**src/rtl/transfer_sequencer.sv**
```systemverilog
// transfer_sequencer: accepts one transfer command at a time and sequences the
// mux selects, shared load enable and bus-driver select of a two-register file.
// The register not being written recirculates its own value so the shared load
// enable leaves it unchanged.
//
// Ports:
//   clk, rst        system clock, synchronous active-high reset
//   cmd_valid       command present
//   cmd_op[2:0]     0 NOP, 1 LOAD_A, 2 LOAD_B, 3 LOAD_AB, 4 A_TO_B, 5 B_TO_A, 6/7 illegal
//   cmd_ready       high only in IDLE
//   sel_a, sel_b    file mux selects (0 = external data, 1 = BUS)
//   enable          shared register load enable
//   oe_a            1 = A drives BUS, 0 = B drives BUS
//   busy            high outside IDLE
//   done, err       one-cycle completion / illegal-opcode pulses
//   xfer_count      completed load cycles, wraps
module transfer_sequencer #(
  parameter int unsigned SETTLE_CYCLES = 1,
  parameter int unsigned CNT_W         = 8
) (
  input  logic             clk,
  input  logic             rst,
  input  logic             cmd_valid,
  input  logic [2:0]       cmd_op,
  output logic             cmd_ready,
  output logic             sel_a,
  output logic             sel_b,
  output logic             enable,
  output logic             oe_a,
  output logic             busy,
  output logic             done,
  output logic             err,
  output logic [CNT_W-1:0] xfer_count
);

  localparam int unsigned SETTLE_W = 4;
  localparam logic [2:0]  OP_LAST_LOAD = 3'd5;

  typedef enum logic [1:0] {IDLE, SETUP, EXEC, DONE} state_t;

  state_t              state, state_d;
  logic [SETTLE_W-1:0] settle, settle_d;
  logic [2:0]          op_q, op_d;
  logic [2:0]          pat;
  logic                cmd_ready_d, sel_a_d, sel_b_d, enable_d, oe_a_d;
  logic                busy_d, done_d, err_d;
  logic [CNT_W-1:0]    count_d;

  // Drive pattern {sel_a, sel_b, oe_a} for each load opcode.
  function automatic logic [2:0] drive_pattern(input logic [2:0] op);
    case (op)
      3'd1:    drive_pattern = 3'b010;  // LOAD_A, B recirculates
      3'd2:    drive_pattern = 3'b101;  // LOAD_B, A recirculates
      3'd3:    drive_pattern = 3'b001;  // LOAD_AB
      3'd4:    drive_pattern = 3'b111;  // A_TO_B, A reloads itself
      3'd5:    drive_pattern = 3'b110;  // B_TO_A, B reloads itself
      default: drive_pattern = 3'b111;
    endcase
  endfunction

  // State register and registered outputs.
  always_ff @(posedge clk) begin
    if (rst) begin
      state      <= IDLE;
      settle     <= '0;
      op_q       <= '0;
      cmd_ready  <= 1'b1;
      sel_a      <= 1'b1;
      sel_b      <= 1'b1;
      enable     <= 1'b0;
      oe_a       <= 1'b1;
      busy       <= 1'b0;
      done       <= 1'b0;
      err        <= 1'b0;
      xfer_count <= '0;
    end else begin
      state      <= state_d;
      settle     <= settle_d;
      op_q       <= op_d;
      cmd_ready  <= cmd_ready_d;
      sel_a      <= sel_a_d;
      sel_b      <= sel_b_d;
      enable     <= enable_d;
      oe_a       <= oe_a_d;
      busy       <= busy_d;
      done       <= done_d;
      err        <= err_d;
      xfer_count <= count_d;
    end
  end

  // Next state and next values of the registered outputs.
  always_comb begin
    state_d  = state;
    settle_d = settle;
    op_d     = op_q;
    pat      = drive_pattern(op_q);
    sel_a_d  = 1'b1;
    sel_b_d  = 1'b1;
    oe_a_d   = oe_a;
    enable_d = 1'b0;
    done_d   = 1'b0;
    err_d    = 1'b0;
    count_d  = xfer_count;

    case (state)
      IDLE: begin
        if (cmd_valid && cmd_ready) begin
          op_d = cmd_op;
          if ((cmd_op != 3'd0) && (cmd_op <= OP_LAST_LOAD)) begin
            state_d                    = SETUP;
            settle_d                   = SETTLE_W'(SETTLE_CYCLES - 1);
            {sel_a_d, sel_b_d, oe_a_d} = drive_pattern(cmd_op);
          end else begin
            // NOP and illegal opcodes finish without touching the file.
            state_d = DONE;
            done_d  = 1'b1;
            err_d   = (cmd_op > OP_LAST_LOAD);
          end
        end
      end
      SETUP: begin
        {sel_a_d, sel_b_d, oe_a_d} = pat;
        if (settle == '0) begin
          state_d  = EXEC;
          enable_d = 1'b1;
        end else begin
          settle_d = settle - SETTLE_W'(1);
        end
      end
      EXEC: begin
        // File loads at the end of this cycle; selects return to BUS after.
        state_d = DONE;
        done_d  = 1'b1;
        count_d = xfer_count + CNT_W'(1);
      end
      DONE: begin
        state_d = IDLE;
      end
      default: begin
        state_d = IDLE;
      end
    endcase

    cmd_ready_d = (state_d == IDLE);
    busy_d      = (state_d != IDLE);
  end

endmodule

```
**config.mk**
```make
export PLATFORM = sky130hd
export DESIGN_NAME = transfer_sequencer
export DESIGN_NICKNAME = d
export VERILOG_FILES = /design/src/rtl/transfer_sequencer.sv
export SDC_FILE = /design/constraint.sdc
export NUM_CORES = 1
export LEC_CHECK = 0
export BUFFER_PORTS_ARGS = -buffer_cell sky130_fd_sc_hd__buf_4
export CORE_UTILIZATION = 40
export DETAILED_ROUTE_END_ITERATION = 6
export PLACE_DENSITY = 0.69
export REMOVE_ABC_BUFFERS = 1
export SKIP_LAST_GASP = 1
export SLEW_MARGIN = 20
export SYNTH_ARGS = -nofsm -noshare
export SYNTH_HDL_FRONTEND = slang
export SYNTH_SLANG_ARGS = --single-unit
```
**constraint.sdc**
```tcl
create_clock -name clk -period 1.48 [get_ports clk]
set_input_delay 0.222 -clock clk [delete_from_list [all_inputs] [get_ports clk]]
set_output_delay 0.222 -clock clk [all_outputs]
set_load 0.005 [all_outputs]
```
==> impl_metrics.yaml <==
floorplan:
  die_h_um: 54.4
  die_w_um: 54.4
  start_util_pct: 43.1
  ioPinCount: 22
  core_area_mm2: 0.00254
  rows: 18
  design.die.area_mm2: 0.00296
min_path:
  hp-class: "input pin to register"
  hp-start: "cmd_op[0]"
  worstHoldPathCells: 3
  min_to: "op_q[0]"
cts:
  clockBufferDepth: 2
  root_buffer: "clkbuf_4"
  worstSkewPairLatency_ns: 0.32
  cts_htree_levels: 1
  cts_tree: "done"
  postCtsHoldBufs: 0
  numCtsBuffers: 3
  clkTransAtPathRegs_ns: 0.14
  cts_sinks: 25
setup_path:
  r2r_slack_ns: -0.04
  crit_path_cell_trace: "inv_2, ha_4, or3b_4, and2_4, o32ai_4, a22o_1"
  cp-end-kind: "register"
  critPathMaxStageDelay_ns: 0.38
  critical-path-slowest-cell: "or3b_4"
  ff2ff_path_depth: 6
  cp.arrival_ns: 1.80
  start_kind: "register"
  worstSetupPathType: "register to register"
  timing.rr.end: "settle[3]"
  r2r-start: "settle[0]"
  crit_fanout: 3
  cp.required_ns: 1.76
logic_synthesis:
  synth_mux_area_share_pct: 4.68
  yosysMostFrequentCell: "dfxtp_1"
  async_reset_ff_share_pct: 0
  synth_top_family_by_area: "simple AND/OR/NAND/NOR gates"
  ys_ff_latch: 25
  synth_top_cell_by_area: "dfxtp_1"
  synthTopCellsByArea: "dfxtp_1, nor2_1, xor2_1"
  synth_common_cells: "dfxtp_1, nor2_1, xor2_1, a21oi_1, inv_1"
  synth_top_area_share_pct: 45.6
  yosys_warnings: 0
  synth_ff_type: "dfxtp_1"
  synth_area_mm2: 0.00110
  avgSynthCellArea_um2: 9.54
  synth_edf_count: 0
  synthDistinctLibCells: 38
  synth_cells: 115
  synthAdderAreaFrac_pct: 3.42
  synthXorXnorAreaFrac_pct: 5.59
  synth-compound-area-share_pct: 11.3
  yosys.area_share.simple_pct: 25.5
  seq_area_frac_synth_pct: 45.6
global_routing:
  grt.overflow.total: 0
  grt_usage_pct: 15.6
  grt_antenna_before_repair: 0
  grt_pass1_vias: 789
  grt_pass1_wl_um: 3300
  grt_max_degree: 25
job:
  drv_cap: 0
final_layout:
  area_growth_syn_to_layout_pct: 29.3
  final_nets: 158
  antenna_cells: 0
  drive_gt1_share_pct: 34.5
timing:
  finClkSkew_ns: 0.00791
  hold_viol: 0
  layout_setup_ws_ns: -0.0430
  fin_tns_setup_ns: -0.0437
  fin_crit_ns: 1.52
  grt_setup_unrepaired: "true"
  final_max_slew_viol_count: 0
  fmax_mhz: 657
  min_period_over_period_pct: 103
  max_slew_margin_pct: 76.1
  setup_violations: 2
  tightestPinTransition_ns: 0.355
power:
  seq_power_share_pct: 56.0
  p_int_w: 0.000980
  p_leak_nw: 0.613
  ir_drop_mv: 0.537
  power.switching_w: 0.000382
  p_per_area_mw_per_mm2: 960
  p_clk_share_pct: 22.9
  comb_power_share_pct: 21.1
  power_switching_share_pct: 28.0
route:
  vias_per_cell: 5.14
  first_pass_iters: 4
  routed_wl_um: 2090
  initialDrtViolationCount: 19
  vias: 915
  wl_per_cell_um: 11.7
  route.detailed.drc: 0
  route.antenna.remaining_nets: 0
placed_design:
  place_congestion: 0.821
  dp_slack_ns: -0.112
  portBuffers: 21
  dp_hpwl_um: 1430
status:
  violations: "negative setup slack"
  outcome: "complete, but fails checks"
==> critical path: cells and delay by family (launching register included) <==
family          cells  cell delay [ns]
compound gates      2             0.38
fa+ha+maj           1             0.13
buf+inv             1             0.07
flops               1             0.35
simple gates        2             0.55
==> area by class of cell <==
class / instances / area (um^2)
well taps: 30 / 37.5
repair buffers: 33 / 248
fillers: 235 / 1130
multi-input cells: 81 / 582
flip-flops and latches: 25 / 503
clock inverters: 1 / 7.51
inverters: 5 / 18.8
clock buffers: 3 / 22.5
==> routing by layer <==
metal | up-vias | wire length (um) | track usage, %
li1 | 470 | - | -
met1 | 421 | 1030 | 20.4
met3 | 4 | 76 | 2.50
met4 | 0 | 31 | 8.12
met2 | 20 | 951 | 24.6
met5 | - | 0 | 0
==> flip-flops by register name, summed over array words and instances (netlist names), 2 cells and up <==
name,flops
xfer_count,8
state,2
op_q,3
settle,4
==> layout by cell type (no fill, tap or decap), types with 2 or more instances in the layout <==
master,synthesis,final
a211oi_1,2,2
a21oi_1,5,5
a22o_1,2,2
a31oi_1,3,3
and3_1,2,2
and3b_1,2,2
buf_4,0,33
clkbuf_4,0,3
dfxtp_1,25,23
dfxtp_2,0,2
ha_1,3,2
inv_1,5,3
inv_2,0,2
mux2i_1,4,4
nand2_1,4,4
nand4_1,4,4
nor2_1,19,19
nor3_1,3,3
or3_1,2,2
xor2_1,6,6
==> power by group through the flow <==
| stage | Sequential [W] | Combinational (W) | Clock [W] |
|---|---|---|---|
| 3_3_place_gp | 0.000777 | 0.000277 | 0 |
| 4_1_cts | 0.000763 | 0.000282 | 0.000324 |
| 5_1_grt | 0.000772 | 0.000320 | 0.000351 |
| 6_report | 0.000762 | 0.000288 | 0.000312 |
| 2_1_floorplan | 0.000778 | 0.000159 | 0 |
| 3_5_place_dp | 0.000778 | 0.000280 | 0 |
==> metrics by stage <==
stage               power [W]  instances  instance area (um^2)  hold WS, ns  util, %
floorplan            0.000937        111                  1070        0.291        -
global placement      0.00105        170                  1330        0.484     52.2
detailed placement    0.00106        170                  1330        0.495     52.2
CTS                   0.00137        176                  1390        0.152     54.7
global route          0.00144        178                  1420        0.150     55.8
finish                0.00136        178                  1420        0.163     55.8
==> cells by family (layout without fill, tap and decap cells) <==
kind of cell / Yosys count / after routing
muxes: 5 / 5
adders and majority gates: 3 / 3
buffers and inverters: 9 / 42
and+or+nand+nor: 50 / 50
AOI/OAI and AO/OA: 16 / 16
DFF: 25 / 25
xor gates and xnor gates: 7 / 7
==> how the worst max path moves through the flow <==
stage	start	to	slack (ns)	depth (start not counted)
3_5_place_dp	settle[0]	settle[3]	-0.11	6
2_1_floorplan	settle[0]	settle[3]	-0.05	6
5_1_grt	settle[1]	settle[3]	-0.1	6
4_1_cts	settle[1]	settle[3]	-0.07	6
6_report	settle[0]	settle[3]	-0.04	6
3_3_place_gp	settle[0]	settle[3]	-0.03	6
==> repair_timing <==
item | in CTS | in global routing
setup buffers | 2 | 2
gates cloned | 0 | 0
resized for setup | 8 | 1
pin swaps | 4 | 4
setup endpoints to repair | 4 | 4
Power figures use the tool's default switching activity.
